[config.mk]
export PLATFORM = sky130hd
export DESIGN_NAME = fetch_queue
export DESIGN_NICKNAME = d
export VERILOG_FILES = /design/src/rtl/fetch_pkg.sv /design/src/rtl/fetch_fifo.sv /design/src/rtl/fetch_queue.sv
export SDC_FILE = /design/constraint.sdc
export NUM_CORES = 1
export LEC_CHECK = 0
export CAP_MARGIN = 20
export CORE_MARGIN = 4
export CORE_UTILIZATION = 49
export CTS_CLUSTER_DIAMETER = 40
export DETAILED_ROUTE_END_ITERATION = 6
export PLACE_DENSITY = 0.75
export SLEW_MARGIN = 40
export SYNTH_ARGS = -nofsm -noshare
export SYNTH_HDL_FRONTEND = slang
export SYNTH_SLANG_ARGS = --single-unit
[constraint.sdc]
create_clock -name clk -period 2.9 [get_ports clk]
set_input_delay 0.58 -clock clk [delete_from_list [all_inputs] [get_ports clk]]
set_output_delay 0.58 -clock clk [all_outputs]
set_load 0.05 [all_outputs]
[src/rtl/fetch_pkg.sv]
// Shared types and default sizing for the instruction fetch queue.
package fetch_pkg;

  localparam int FETCH_WIDTH = 32;
  localparam int FETCH_AW    = 8;
  localparam int FETCH_DEPTH = 4;

  typedef struct packed {
    logic [FETCH_WIDTH-1:0] instr;
    logic [FETCH_AW-1:0]    pc;
  } fetch_entry_t;

  function automatic int ptr_width(input int depth);
    return $clog2(depth);
  endfunction

endpackage

[src/rtl/fetch_fifo.sv]
// Synchronous FIFO of fetch entries with push/pop/flush and an occupancy count.
// DEPTH must be a power of two so the pointers wrap naturally.
module fetch_fifo
  import fetch_pkg::*;
#(
  parameter int  DEPTH = FETCH_DEPTH,
  parameter type T     = fetch_entry_t
) (
  input  logic                      i_clk,
  input  logic                      i_rst_n,
  input  logic                      i_push,
  input  logic                      i_pop,
  input  logic                      i_flush,
  input  logic [$bits(T)-1:0]       i_data,
  output logic [$bits(T)-1:0]       o_head,
  output logic [ptr_width(DEPTH):0] o_count
);

  localparam int PW = ptr_width(DEPTH);

  T              r_mem [DEPTH];
  logic [PW-1:0] r_wrPtr;
  logic [PW-1:0] r_rdPtr;
  logic [PW:0]   r_count;

  // Flush takes priority over any push or pop in the same cycle.
  always_ff @(posedge i_clk or negedge i_rst_n) begin
    if (!i_rst_n) begin
      r_wrPtr <= '0;
      r_rdPtr <= '0;
      r_count <= '0;
    end else if (i_flush) begin
      r_wrPtr <= '0;
      r_rdPtr <= '0;
      r_count <= '0;
    end else begin
      if (i_push) r_wrPtr <= r_wrPtr + PW'(1);
      if (i_pop)  r_rdPtr <= r_rdPtr + PW'(1);
      case ({i_push, i_pop})
        2'b10:   r_count <= r_count + (PW+1)'(1);
        2'b01:   r_count <= r_count - (PW+1)'(1);
        default: r_count <= r_count;
      endcase
    end
  end

  always_ff @(posedge i_clk) begin
    if (i_push && !i_flush) r_mem[r_wrPtr] <= T'(i_data);
  end

  assign o_head  = r_mem[r_rdPtr];
  assign o_count = r_count;

  // The issue logic reserves a slot before every read, so a full push is a design bug.
  assert property (@(posedge i_clk) disable iff (!i_rst_n)
    !(i_push && !i_flush && r_count == (PW+1)'(DEPTH)));

endmodule

[src/rtl/fetch_queue.sv]
// Fetch stage: issues imem reads from the PC, queues responses, hands them to decode.
// Define FETCH_QUEUE_BYPASS_EN to forward a response straight to decode when the queue is empty.
module fetch_queue
  import fetch_pkg::*;
#(
  parameter int WIDTH = FETCH_WIDTH,
  parameter int AW    = FETCH_AW,
  parameter int DEPTH = FETCH_DEPTH
) (
  input  logic             clk,
  input  logic             reset,
  input  logic [AW-1:0]    pc,
  input  logic             FlushF,
  output logic             StallF,
  output logic             imem_en,
  output logic [AW-1:0]    imem_addr,
  input  logic [WIDTH-1:0] imem_rdata,
  output logic             valid_d,
  input  logic             ready_d,
  output logic [WIDTH-1:0] instr_d,
  output logic [AW-1:0]    pc_d
);

  localparam int CW = ptr_width(DEPTH) + 1;

  typedef struct packed {
    logic [WIDTH-1:0] instr;
    logic [AW-1:0]    pc;
  } entry_t;

  logic          r_inflight;
  logic [AW-1:0] r_inflightPc;

  logic [CW-1:0] w_count;
  logic          w_empty;
  logic          w_bypass;
  logic          w_pop;
  logic          w_fifoPop;
  logic          w_push;
  logic          w_issue;
  logic [CW:0]   w_occupancy;
  entry_t        w_entryIn;
  entry_t        w_head;

  assign w_empty = (w_count == '0);

`ifdef FETCH_QUEUE_BYPASS_EN
  assign w_bypass = w_empty && r_inflight && !FlushF;
`else
  assign w_bypass = 1'b0;
`endif

  always_comb begin
    valid_d = 1'b0;
    instr_d = '0;
    pc_d    = '0;
    if (w_bypass) begin
      valid_d = 1'b1;
      instr_d = imem_rdata;
      pc_d    = r_inflightPc;
    end else if (!w_empty) begin
      valid_d = 1'b1;
      instr_d = w_head.instr;
      pc_d    = w_head.pc;
    end
  end

  assign w_pop     = valid_d && ready_d;
  assign w_fifoPop = w_pop && !w_empty;
  // A bypassed response that decode takes this cycle never occupies a slot.
  assign w_push    = r_inflight && !FlushF && !(w_bypass && ready_d);

  assign w_occupancy = {1'b0, w_count} + (CW+1)'(r_inflight) - (CW+1)'(w_pop);
  assign w_issue     = reset && !FlushF && (w_occupancy < (CW+1)'(DEPTH));

  assign imem_en   = w_issue;
  assign imem_addr = pc;
  assign StallF    = reset && !w_issue && !FlushF;

  always_ff @(posedge clk or negedge reset) begin
    if (!reset) begin
      r_inflight   <= 1'b0;
      r_inflightPc <= '0;
    end else begin
      r_inflight <= w_issue;
      if (w_issue) r_inflightPc <= pc;
    end
  end

  assign w_entryIn.instr = imem_rdata;
  assign w_entryIn.pc    = r_inflightPc;

  fetch_fifo #(
    .DEPTH (DEPTH),
    .T     (entry_t)
  ) u_fifo (
    .i_clk   (clk),
    .i_rst_n (reset),
    .i_push  (w_push),
    .i_pop   (w_fifoPop),
    .i_flush (FlushF),
    .i_data  (w_entryIn),
    .o_head  (w_head),
    .o_count (w_count)
  );

endmodule

==> results of run 1 <==
## cells by family (layout without fill, tap and decap cells)
kind of cell    Yosys count  after routing  share of synthesized area
xor+xnor                  6              6                    0.00737
mux                      43             43                      0.130
buf+inv                  42            167                     0.0288
flops                   176            176                      0.730
simple gates             70             70                     0.0572
fa+ha+maj                 9              9                     0.0168
compound gates           22             22                     0.0298
## final timing paths
path                                    from                  to  depth (start not counted)
min                          r_inflightPc[4]  u_fifo.r_mem[0][4]                          0
max                        u_fifo.o_count[0]              StallF                          9
min in group asynchronous              reset     r_inflightPc[1]                          2
min reg2reg                  r_inflightPc[4]  u_fifo.r_mem[0][4]                          0
max reg2reg                u_fifo.o_count[0]     r_inflightPc[2]                         10
max in group asynchronous              reset   u_fifo.r_rdPtr[0]                          2
## where the power goes
part	switching [mW]	total [mW]	internal, mW	leakage [nW]
clock	0.882	2.40	1.52	0.295
sequential	0.196	3.22	3.03	1.65
combinational	2.58	4.25	1.67	1.20
total	3.65	9.87	6.22	3.14
## stage by stage
step	utilization	std cells	instance area [sq um]	setup WS, ns
final	0.644	673	9070	-0.147
after floorplan	-	368	7150	-0.0588
after detailed placement	0.592	636	8340	-0.322
after CTS	0.640	671	9020	-0.163
after global placement	0.591	636	8340	-0.292
after global routing	0.644	673	9070	-0.213
## state kept, by name, indices dropped and copies added, names as in the netlist
register,cells
u_fifo.r_mem,160
r_inflightPc,8
r_inflight,1
u_fifo.r_wrPtr,2
u_fifo.o_count,3
u_fifo.r_rdPtr,2
## routing by layer
layer  wire length [um]  GRT usage  share of wire  vias to the layer above
met3                624     0.0461          0.046                       13
met1               5660      0.220           0.41                     1898
met5                  0          0              0                        -
li1                   -          -              -                     1647
met2               7280      0.295           0.53                      100
met4                142     0.0531          0.010                        0
## what timing repair did
item                       in CTS  in global routing
resized for setup               6                 10
setup endpoints to repair      11                  2
setup buffers                   3                  2
pin swaps                       3                  6
hold buffers                    0                  0
## cells in the final DEF, fill, tap and decap left out, drive strengths merged, types with 2 or more instances in the layout
| cell | synthesis | routed |
|---|---|---|
| clkbuf | 7 | 20 |
| clkinvlp | 0 | 3 |
| and2 | 46 | 46 |
| bufinv | 0 | 5 |
| mux2i | 3 | 3 |
| nand2 | 2 | 2 |
| xnor2 | 3 | 3 |
| o31ai | 8 | 8 |
| xor2 | 3 | 3 |
| nand2b | 2 | 2 |
| inv | 14 | 14 |
| dfrtp | 16 | 16 |
| nor2 | 11 | 11 |
| o211ai | 8 | 8 |
| buf | 21 | 70 |
| ha | 8 | 8 |
| edfxtp | 160 | 160 |
| clkinv | 0 | 4 |
| mux4 | 40 | 40 |
| clkdlybuf4s50 | 0 | 50 |
| nor2b | 3 | 3 |
## layout make-up
type	instances	area [sq um]	share of cell area
Timing Repair Buffer	121	1150	0.126
Clock buffer	20	437	0.0481
Clock inverter	12	190	0.0210
Inverter	14	52.6	0.00579
Sequential cell	176	5210	0.574
Multi-Input combinational cell	150	1810	0.200
Tap cell	180	225	0.0248
==> out/qor.yml, run 1 <==
synth_fp_nets: 421
p_leak_nw: 3.14
cts_buffer_depth: 2
initial_core_util: 0.506
cts_buffers: 17
startpoint_type: "flip-flop"
post-dp-hpwl_mm: 8.61
fp.dieW_um: 129
yosysMostFrequentCell: "edfxtp_1"
fin_crit_ns: 3.05
route.detailed.drc: 0
viasPerCell: 5.44
postRouteAntennaNets: 0
avgSynthCellArea_sq_um: 19.4
worst_pin_slew_ns: 0.506
setup_tns_ns: -0.267
synth_top_area_cell: "edfxtp_1"
vias: 3658
die_area_sq_mm: 0.0166
grt_pass1_vias: 3802
power_density_mw_per_mm2: 1090
max-slew-margin-rel: 0.662
syn_inst: 368
synth_area_leaders: "edfxtp_1 67%, mux4_2 13%, dfrtp_1 5.6%"
ys_types: 33
critPathBufInv: 2
clkSinkCount: 176
fp.dieH_um: 129
worst_slack_ns: -0.147
clkTransAtPathRegs_ns: 0.06
max_stage_delay_ns: 0.41
critical_path_class: "reg2out"
ys_top_cells_by_count: "160 x edfxtp_1, 46 x and2_1, 40 x mux4_2, 16 x dfrtp_1, 14 x inv_1"
cts_root_buf: "clkbuf_16"
netlist_area_sq_mm: 0.00713
yosysWarnings: 0
cp-end-kind: "output pin"
violations: "negative setup slack"
port_buffers: 94
critical_path.cell_chain: "o31a_1 > ha_2 > inv_2 > ha_4 > or3b_4 > a2bb2oi_4 > o21ba_4 > nor2b_4 > buf_12"
ys_seq_area_frac: 0.730
coreArea_sq_mm: 0.0141
min_path_type: "reg2reg"
clkLatencyLatePin_ns: 0.42
worstPathRequired_ns: 2.32
critical_path.top_delay_family: "compound AO/OA/AOI/OAI gates"
h-tree-depth: 4
io_pins: 95
synthArstFlopShare: 0.0909
setup_viol: 2
fin_nets: 533
finalWeightedCongestion: 0.840
synth_top_cell_area_share: 0.673
drt_iter0_markers: 234
antenna_found_initial: 0
cts_tree: "yes"
fill_cells: 982
slew_viol_final: 0
clock_skew_ns: 0.00626
path_max_fanout: 5
synthFlopType: "edfxtp_1"
first_pass_iters: 4
cp.arrival_ns: 2.47
drive_gt1_frac: 0.335
grt_pass1_wl_mm: 21.3
slowest_stage: "dfrtp_2"
regToRegSetupSlack_ns: 0.59
worst_hold_slack_ns: 0.527
grt.overflow.total: 0
ys_ff_latch: 176
rsz0062_at_grt: "yes"
total_power_mw: 9.87
synth_edf_count: 160
max-cap-violations: 0
insertedDiodeCount: 0
grt_use_total: 0.173
max_freq_ghz: 0.328
status: "finished, violations left"
grt_start_max_net_pins: 42
fp-row-count: 43
ir_drop_v: 0.00112
syn2layout_area_growth_pct: 27.2
wirelength_mm: 13.7
wl_per_cell_um: 20.4
finalHoldViolations: 0
finalCritPeriodShare: 1.05
(Power assumes the default switching activity.)
==> inputs of run 2 (changes only) <==
--- a/config.mk
+++ b/config.mk
@@ -5,12 +5,13 @@
 export SDC_FILE = /design/constraint.sdc
 export NUM_CORES = 1
 export LEC_CHECK = 0
+export ABC_AREA = 1
 export CAP_MARGIN = 20
 export CORE_MARGIN = 4
-export CORE_UTILIZATION = 49
+export CORE_UTILIZATION = 55
 export CTS_CLUSTER_DIAMETER = 40
 export DETAILED_ROUTE_END_ITERATION = 6
-export PLACE_DENSITY = 0.75
+export PLACE_DENSITY = 0.8
 export SLEW_MARGIN = 40
 export SYNTH_ARGS = -nofsm -noshare
 export SYNTH_HDL_FRONTEND = slang
==> constraint.sdc (replaced) <==
create_clock -name clk -period 3.3 [get_ports clk]
set_input_delay 0.66 -clock clk [delete_from_list [all_inputs] [get_ports clk]]
set_output_delay 0.66 -clock clk [all_outputs]
set_load 0.05 [all_outputs]
==> run 2 against run 1 <==
  * The run now ends clean
  * Count of clock-buffer cells in the layout is 2 lower
  * Die area is 9.4% lower
  * Global-route usage is 5.1 points higher
  * Total power is 17% lower
  * Synthesized area is 0.96% higher
  * Wire length is 17% higher
==> out/qor.yml, run 2 <==
drt_iter0_markers: 537  # +130%
worst_hold_slack_ns: 0.533  # +0.00610 ns
wl_per_cell_um: 18.2  # -11%
finalWeightedCongestion: 0.835  # -0.59%
synth_edf_count: 160  # unchanged
worst_pin_slew_ns: 0.696  # +0.190 ns
ys_top_cells_by_count: "169 x nor2_1, 160 x edfxtp_1, 65 x o21ai_0, 42 x a21oi_1, 36 x nand2_1"
synthArstFlopShare: 0.0909  # unchanged
p_leak_nw: 3.44  # +9.6%
critical_path_class: "reg2out"
r2r_end: "r_inflightPc[1]"
synth_area_leaders: "edfxtp_1 67%, nor2_1 8.8%, dfrtp_1 5.6%"
path_max_fanout: 3  # -2
avgSynthCellArea_sq_um: 12.0  # -38%
drive_gt1_frac: 0.178  # -0.157
post-dp-hpwl_mm: 9.65  # +12%
fin_nets: 753  # +41%
postRouteAntennaNets: 0  # unchanged
insertedDiodeCount: 0  # unchanged
fin_crit_ns: 3.22
finalCritPeriodShare: 0.977
max_freq_ghz: 0.310
max-cap-violations: 0  # unchanged
syn2layout_area_growth_pct: 30.8
cts_buffers: 17  # unchanged
h-tree-depth: 4  # unchanged
fp.dieH_um: 122  # -4.8%
first_pass_iters: 5  # +1
startpoint_type: "flip-flop"
clkTransAtPathRegs_ns: 0.06  # about the same
critical_path.startpoint: "u_fifo.o_count[0]"
regToRegSetupSlack_ns: 0.93  # +0.34 ns
yosysWarnings: 0  # unchanged
cts_hold_buffers: 0  # unchanged
grt_pass1_wl_mm: 25.2  # +18%
die_area_sq_mm: 0.0150  # -9.4%
layout_commonest_cell: "nor2_1"
initial_core_util: 0.566  # +0.0601
ys_seq_area_frac: 0.723  # -0.00697
vias: 4878  # +33%
ys_types: 27  # -18%
ys_ff_latch: 176  # unchanged
cp.arrival_ns: 2.56  # +0.09 ns
wirelength_mm: 16.1  # +17%
coreArea_sq_mm: 0.0127  # -9.7%
fill_cells: 821  # -16%
io_pins: 95  # unchanged
timing.rr.start: "u_fifo.o_count[0]"
yosysMostFrequentCell: "nor2_1"
min_path_type: "reg2reg"
netlist_area_sq_mm: 0.00720  # +0.96%
ir_drop_v: 0.000654  # -42%
finalHoldViolations: 0  # unchanged
clock_skew_ns: 0.00943  # +0.00317 ns
largest_register_ffs: 160  # unchanged
fin_util: 0.741  # +0.0969
status: "finished, final reports clean"
grt_use_total: 0.224  # +0.0511
port_buffers: 94  # unchanged
fp.dieW_um: 122  # -4.8%
synth_fp_nets: 653  # +55%
cts_root_buf: "clkbuf_16"
r2r_cells: 18  # +8
endpoint: "imem_en"
clkLatencyLatePin_ns: 0.42  # about the same
slew_viol_final: 0  # unchanged
grt.overflow.total: 0  # unchanged
worstPathRequired_ns: 2.64  # +0.32 ns
syn_inst: 600  # +63%
synth_top_area_cell: "edfxtp_1"
antenna_found_initial: 0  # unchanged
fin_cells: 885  # +32%
cts_buffer_depth: 2  # unchanged
synth_top_cell_area_share: 0.667  # -0.00643
route.detailed.drc: 0  # unchanged
cp-end-kind: "output pin"
layout_common_cells: "165 x nor2_1, 160 x edfxtp_1, 65 x o21ai_0"
synthFlopType: "edfxtp_1"
power_density_mw_per_mm2: 868  # -20%
largest_register: "u_fifo.r_mem"
grt_pass1_vias: 5065  # +33%
clkSinkCount: 176  # unchanged
dp.cells: 844  # +33%
grt_start_max_net_pins: 69  # +64%
cts_tree: "yes"
max-slew-margin-rel: 0.536  # -0.126
viasPerCell: 5.51  # +1.4%
fp-row-count: 41  # -4.7%
setup_tns_ns: 0  # +0.267 ns
setup_viol: 0  # -2
run 2: cell count changes in the layout (fill, tap and decap cells not counted), sizes merged, moves of 5 or more:
cell | previous run | this run
o211ai | 8 | 0
o31ai | 8 | 0
a21oi | 1 | 43
inv | 14 | 24
nor2 | 11 | 173
mux4 | 40 | 0
nand2 | 2 | 40
and2 | 46 | 0
nand3 | 1 | 10
clkinv | 4 | 9
o21ai | 1 | 83
run 2: routing by layer:
| layer | GRT usage | vias to the layer above | routed length (um) |
|---|---|---|---|
| li1 | - | 2262 | - |
| met1 | 0.273 | 2416 | 6300 |
| met2 | 0.391 | 182 | 8420 |
| met3 | 0.0608 | 18 | 1170 |
| met4 | 0.0707 | 0 | 210 |
| met5 | 0 | - | 0 |
run 2: kinds of logic (layout without fill, tap and decap cells):
kind of cell             Yosys count  in the layout  synth area share
buffers and inverters             61            174            0.0384
AND/OR/NAND/NOR                  226            226             0.132
XOR/XNOR                           2              2           0.00243
adder cells (fa/ha/maj)            9              9            0.0167
flip-flops                       176            176             0.723
AO/OA/AOI/OAI                    126            126            0.0881
run 2: metrics by stage:
step	worst slack, ns	total power [mW]	instance area (sq um)
final	0.0768	8.18	9420
after global placement	0.106	6.09	8760
after detailed placement	-0.0846	6.20	8760
after global routing	-0.0439	8.50	9420
after floorplan	0.202	4.66	7210
after CTS	0.0425	8.15	9370
run 2: what timing repair did:
action,in CTS,in global routing
gates resized for setup,4,5
setup buffers,2,7
pin swaps,3,3
setup endpoints to repair,2,2
run 2: worst max-delay path: stages (launching register included):
cell and delay (ns):
dfrtp_1 0.42, inv_2 0.12, nand3_4 0.09, nand2_4 0.08
inv_1 0.07, ha_2 0.18, inv_2 0.07, ha_4 0.20
inv_2 0.05, nor2_1 0.03, nand2_1 0.11, nand2_1 0.07
nand2_1 0.11, nand2_2 0.10, nor2_8 0.16, nand2_4 0.07
inv_4 0.07, buf_12 0.13
run 2: worst min path at each step:
stage	startpoint	end	cells past startpoint	slack, ns
floorplan	reset	r_inflight	0	0.36
global placement	r_inflightPc[4]	u_fifo.r_mem[2][4]	0	0.49
detailed placement	r_inflightPc[5]	u_fifo.r_mem[0][5]	0	0.52
CTS	r_inflightPc[5]	u_fifo.r_mem[3][5]	0	0.53
global route	r_inflightPc[1]	u_fifo.r_mem[2][1]	0	0.57
finish	r_inflightPc[5]	u_fifo.r_mem[0][5]	0	0.53
run 2: report_power, final:
group | switching (mW) | leakage [nW] | internal [mW] | total [mW]
combinational | 2.09 | 1.51 | 1.36 | 3.45
sequential | 0.141 | 1.65 | 2.67 | 2.81
clock | 0.808 | 0.278 | 1.11 | 1.92
total | 3.04 | 3.44 | 5.14 | 8.18
run 2: area by class of cell:
class,count,area [sq um],share of cell area
clock inverters,14,143,0.0151
well taps,172,215,0.0228
repair buffers,119,1560,0.166
multi-input cells,363,1780,0.189
clock buffers,18,429,0.0455
flip-flops and latches,176,5210,0.553
inverters,23,90.1,0.00956
==> inputs of run 3 (changes only) <==
--- a/config.mk
+++ b/config.mk
@@ -10,8 +10,10 @@
 export CORE_MARGIN = 4
 export CORE_UTILIZATION = 55
 export CTS_CLUSTER_DIAMETER = 40
+export CTS_CLUSTER_SIZE = 10
 export DETAILED_ROUTE_END_ITERATION = 6
 export PLACE_DENSITY = 0.8
+export RECOVER_POWER = 50
 export SLEW_MARGIN = 40
 export SYNTH_ARGS = -nofsm -noshare
 export SYNTH_HDL_FRONTEND = slang
==> run 3 against run 2 <==
  * Non-clock buffer count is the same
  * Core utilization shrank 0.23 points
  * Worst setup slack lost 0.0074 ns
  * Largest cell class unchanged
  * Die area is the same
  * Highest routed layer is now met5
  * Fmax shrank 0.23%
  * Cell count is the same
  * Design area shrank 0.31%
==> out/qor.yml, run 3 (same netlist as run 2, synthesis figures left out) <==
clkLatencyLatePin_ns: 0.42  # about the same
drive_gt1_frac: 0.171  # -0.00701
grt_pass1_vias: 5065  # unchanged
finalCritPeriodShare: 0.979  # +0.00225
cp-end-kind: "output pin"
p_leak_nw: 3.44  # about the same
power_density_mw_per_mm2: 869  # about the same
fp.dieH_um: 122  # unchanged
critical_path_class: "reg2out"
ir_drop_v: 0.000647  # -1.1%
wirelength_mm: 16.1  # about the same
wl_per_cell_um: 18.2  # about the same
vias: 4926  # +0.98%
setup_tns_ns: 0  # unchanged
viasPerCell: 5.57  # +0.98%
worst_hold_slack_ns: 0.533  # -0.0000920 ns
antenna_found_initial: 2  # +2
grt_pass1_wl_mm: 25.2  # unchanged
slowest_stage: "dfrtp_1"
postPlaceCellArea_sq_mm: 0.00876  # unchanged
max-cap-violations: 0  # unchanged
fin_crit_ns: 3.23  # +0.00742 ns
path_max_fanout: 3  # unchanged
fin_util: 0.738  # -0.00226
cp.arrival_ns: 2.57  # about the same
cts_tree: "yes"
first_pass_iters: 4  # -1
worst_slack_ns: 0.0694  # -0.00742 ns
cts_root_buf: "clkbuf_16"
max_stage_delay_ns: 0.43  # about the same
max-slew-margin-rel: 0.358  # -0.178
dp.cells: 844  # unchanged
h-tree-depth: 4  # unchanged
io_pins: 95  # unchanged
syn2layout_area_growth_pct: 30.4
critical_path.cell_chain: "inv_2 > nand3_4 > nand2_4 > inv_1 > ha_2 > inv_2 > ha_4 > inv_2 > nor2_1 > nand2_1 > nand2_1 > nand2_1 > nand2_2 > nor2_8 > nand2_4 > inv_4 > buf_12"
max_freq_ghz: 0.310  # -0.23%
cts_hold_buffers: 0  # unchanged
setup_viol: 0  # unchanged
drt_iter0_markers: 554  # +3.2%
clkSinkCount: 176  # unchanged
fp.dieW_um: 122  # unchanged
post-dp-hpwl_mm: 9.65  # unchanged
initial_core_util: 0.566  # unchanged
fin_nets: 753  # unchanged
grt_start_max_net_pins: 69  # unchanged
clkTransAtPathRegs_ns: 0.06  # about the same
grt_use_total: 0.224  # unchanged
layout_common_cells: "167 x nor2_1, 160 x edfxtp_1, 65 x o21ai_0"
finalHoldViolations: 0  # unchanged
largest_register_ffs: 160  # unchanged
place_ws_ns: -0.0846  # unchanged
final_cell_area_sq_mm: 0.00939  # -0.31%
insertedDiodeCount: 0  # unchanged
postRouteAntennaNets: 0  # unchanged
cts_buffer_depth: 2  # unchanged
cts_buffers: 17  # unchanged
route.detailed.drc: 0  # unchanged
worst_pin_slew_ns: 0.963  # +0.267 ns
clock_skew_ns: 0.0128  # +0.00335 ns
layout_commonest_cell: "nor2_1"
final-seq-area_sq_mm: 0.00521  # unchanged
status: "finished, final reports clean"
worstPathRequired_ns: 2.64  # about the same
slew_viol_final: 0  # unchanged
grt.overflow.total: 0  # unchanged
fin_cells: 885  # unchanged
die_area_sq_mm: 0.0150  # unchanged
coreArea_sq_mm: 0.0127  # unchanged
fp-row-count: 41  # unchanged
largest_register: "u_fifo.r_mem"
finalWeightedCongestion: 0.835  # unchanged
total_power_mw: 8.16  # -0.22%
startpoint_type: "flip-flop"
min_path_type: "reg2reg"
port_buffers: 94  # unchanged
multi_input_area_sq_mm: 0.00176  # -1.1%
fill_cells: 824  # +0.37%
==> run 3: layout make-up <==
| class | count | area share |
|---|---|---|
| sequential | 176 | 0.554 |
| multi-input combinational | 363 | 0.187 |
| timing repair buffer | 119 | 0.165 |
| clock buffer | 18 | 0.0457 |
| tap | 172 | 0.0229 |
| clock inverter | 14 | 0.0152 |
| inverter | 23 | 0.00959 |
==> run 3: layer usage <==
layer	GRT usage	part of all wire	up-vias	wire (um)
met5	0	0.0012	-	20
met4	0.0707	0.013	4	202
met3	0.0608	0.067	20	1080
met2	0.391	0.53	203	8470
met1	0.273	0.39	2434	6320
li1	-	-	2265	-
==> run 3: final timing paths <==
path,cells after the start,slack [ns],from,endpoint
max in group asynchronous,2,1.71,reset,u_fifo.r_rdPtr[1]
max reg2reg,5,0.85,r_inflight,u_fifo.r_mem[2][17]
max,17,0.07,u_fifo.o_count[0],imem_en
min in group asynchronous,2,0.94,reset,u_fifo.o_count[1]
min reg2reg,0,0.53,r_inflightPc[5],u_fifo.r_mem[0][5]
min,0,0.53,r_inflightPc[5],u_fifo.r_mem[0][5]
==> run 3: critical path, delay by kind of cell (launching register included) <==
family        cells  cell delay, ns
fa+ha+maj         2            0.38
buf+inv           6            0.51
flops             1            0.43
simple gates      9            0.83
==> run 3: power by group <==
group	switching, mW	leakage, nW	internal [mW]
clock network	0.807	0.278	1.11
logic	2.08	1.51	1.35
registers	0.140	1.65	2.67
==> run 3: repair_timing <==
action	in CTS	in global routing
endpoints found under the setup margin	2	2
buffers inserted	2	7
gates resized for setup	4	5
pin swaps	3	3
==> RTL edit: new RTL, config.mk and constraints of run 1 <==
Change the package constant `FETCH_WIDTH` from 32 to 28.
--- a/src/rtl/fetch_pkg.sv
+++ b/src/rtl/fetch_pkg.sv
@@ -2,5 +2,5 @@
 package fetch_pkg;
 
-  localparam int FETCH_WIDTH = 32;
+  localparam int FETCH_WIDTH = 28;
   localparam int FETCH_AW    = 8;
   localparam int FETCH_DEPTH = 4;
Interface: changed (resized imem_rdata and instr_d); port bits go from 95 to 87. No check against the original RTL was run, so the function may have changed too.
==> RTL edit against run 1 <==
  * Worst setup slack got worse by 0.041 ns
  * Final area decreased by 9.3%
  * Via count decreased by 12%
  * Sequential share of layout area about the same
  * Wire length decreased by 15%
  * Cell count decreased by 9.1%
  * Power decreased by 6.9%
  * Fmax decreased by 1.3%
  * Clock skew about the same
  * The run still ends with setup timing left
  * Largest cell class unchanged
  * Sequential cell count decreased by 16
  * Synthesized area decreased by 9.5%
==> RTL edit: results (changes against run 1) <==
\begin{tabular}{lr}
\hline
Metric & Value \\
\hline
\multicolumn{2}{l}{\textbf{Setup path}} \\
Worst endpoint data arrival time & 2.51 ns (+0.04 ns) \\
Flop-to-flop setup slack & 0.31 ns (-0.28 ns) \\
FF-to-FF path depth & 12 (+2) \\
Worst Path Max Fanout & 3 (-2) \\
\multicolumn{2}{l}{\textbf{Routing}} \\
DRC marker count from the first detailed-route iteration & 245 (+4.7\%) \\
\multicolumn{2}{l}{\textbf{Power}} \\
Worst vdd rail ir drop & 823 uV (-27\%) \\
Reported leakage power & 2.90 nW (-7.5\%) \\
\multicolumn{2}{l}{\textbf{STA}} \\
Clock skew & 0.00665 ns (+0.000398 ns) \\
Setup violations, final & 2 (unchanged) \\
Crit path setup slack, layout & -0.188 ns (-0.0409 ns) \\
\multicolumn{2}{l}{\textbf{Status}} \\
Failing checks & setup timing \\
Run status & finished, violations left \\
\multicolumn{2}{l}{\textbf{Placement}} \\
Area of placed instances & 0.00755 mm2 (-9.5\%) \\
DP Wirelength & 7310 um (-15\%) \\
Pre-CTS setup slack & -0.493 ns (-0.171 ns) \\
\multicolumn{2}{l}{\textbf{Yosys}} \\
Async SR Flop Fraction & 10.0\% (+0.91 points) \\
Most area-consuming cells after synthesis & sky130\_fd\_sc\_hd\_\_edfxtp\_1 (67\%), sky130\_fd\_sc\_hd\_\_mux4\_2 (13\%), sky130\_fd\_sc\_hd\_\_dfrtp\_1 (6.2\%) \\
List of most frequent post-synthesis cells & sky130\_fd\_sc\_hd\_\_edfxtp\_1 (144), sky130\_fd\_sc\_hd\_\_and2\_1 (40), sky130\_fd\_sc\_hd\_\_mux4\_2 (36), sky130\_fd\_sc\_hd\_\_dfrtp\_1 (16), sky130\_fd\_sc\_hd\_\_nor2\_1 (12) \\
Area share of the largest cell type after synthesis & 67.0\% (-0.34 points) \\
Net count of the mapped netlist & 368 (-13\%) \\
Count of flip-flops with a built-in enable after synthesis & 144 (-10\%) \\
\multicolumn{2}{l}{\textbf{Global routing}} \\
Vias in the first global route & 3,528 (-7.2\%) \\
Aggregate global-route resource usage & 16.8\% (-0.47 points) \\
\multicolumn{2}{l}{\textbf{Finish}} \\
Total Nets Final & 476 (-11\%) \\
Fraction of layout cells with a size suffix above 1 & 34.8\% (+1.3 points) \\
\hline
\end{tabular}
## RTL edit: worst min-delay path by stage
stage,startpoint,end,depth (start not counted)
2_1_floorplan,reset,r_inflight,0
3_3_place_gp,r_inflightPc[6],u_fifo.r_mem[0][6],0
3_5_place_dp,r_inflightPc[3],u_fifo.r_mem[0][3],0
4_1_cts,r_inflightPc[5],u_fifo.r_mem[2][5],0
5_1_grt,r_inflightPc[6],u_fifo.r_mem[0][6],0
6_report,r_inflightPc[2],u_fifo.r_mem[0][2],0
## RTL edit: area by class of cell
class,instances,share of cell area [%]
flip-flops and latches,160,57.4
well taps,172,2.61
multi-input cells,129,19.7
repair buffers,111,12.5
clock inverters,4,0.882
clock buffers,28,6.42
inverters,8,0.441
## RTL edit: cells by family after synthesis
logic type      share of synthesized area, %
flops                                   73.2
buf+inv                                 2.62
mux                                     14.7
compound gates                         0.601
simple gates                            6.03
fa+ha+maj                               1.86
xor+xnor                               0.950
## RTL edit: where the power goes
group          total (mW)  switching [mW]  internal (mW)
Sequential           2.98           0.177           2.80
Combinational        4.00            2.37           1.63
Clock                2.21           0.801           1.41
Total                9.19            3.35           5.84
## RTL edit: repair_timing
item	4_1_cts	5_1_grt
setup endpoints to repair	2	2
endpoints found under the hold margin	0	0
pin swaps	5	4
resized for setup	7	6
setup buffers	3	2
## RTL edit: layer usage
layer / global-route usage [%] / vias up / share of wire (%)
li1: - / 1447 / -
met1: 21.0 / 1665 / 42
met5: 0 / - / 0
met4: 6.51 / 0 / 1.6
met3: 4.88 / 18 / 5.1
met2: 28.0 / 95 / 52
## RTL edit: critical path: stages (launching register included)
cell	delay, ns
sky130_fd_sc_hd__dfrtp_2	0.43
sky130_fd_sc_hd__o31ai_4	0.27
sky130_fd_sc_hd__inv_2	0.08
sky130_fd_sc_hd__ha_4	0.17
sky130_fd_sc_hd__inv_4	0.05
sky130_fd_sc_hd__ha_4	0.13
sky130_fd_sc_hd__nand3b_4	0.09
sky130_fd_sc_hd__and4_4	0.18
sky130_fd_sc_hd__nor3_4	0.14
sky130_fd_sc_hd__nor2_2	0.07
sky130_fd_sc_hd__a311oi_4	0.31
sky130_fd_sc_hd__buf_12	0.18
## RTL edit: stage by stage
| stage | hold slack (ns) | TNS (ns) | util (%) | std cells | power [mW] |
|---|---|---|---|---|---|
| 6_report | 0.522 | -0.365 | 64.4 | 612 | 9.19 |
| 5_1_grt | 0.543 | -0.602 | 64.4 | 612 | 9.60 |
| 4_1_cts | 0.518 | -0.485 | 64.1 | 610 | 9.21 |
| 3_5_place_dp | 0.509 | -2.74 | 59.1 | 575 | 6.91 |
| 3_3_place_gp | 0.498 | -2.02 | 59.1 | 575 | 6.84 |
| 2_1_floorplan | 0.284 | -0.0555 | - | 319 | 5.73 |
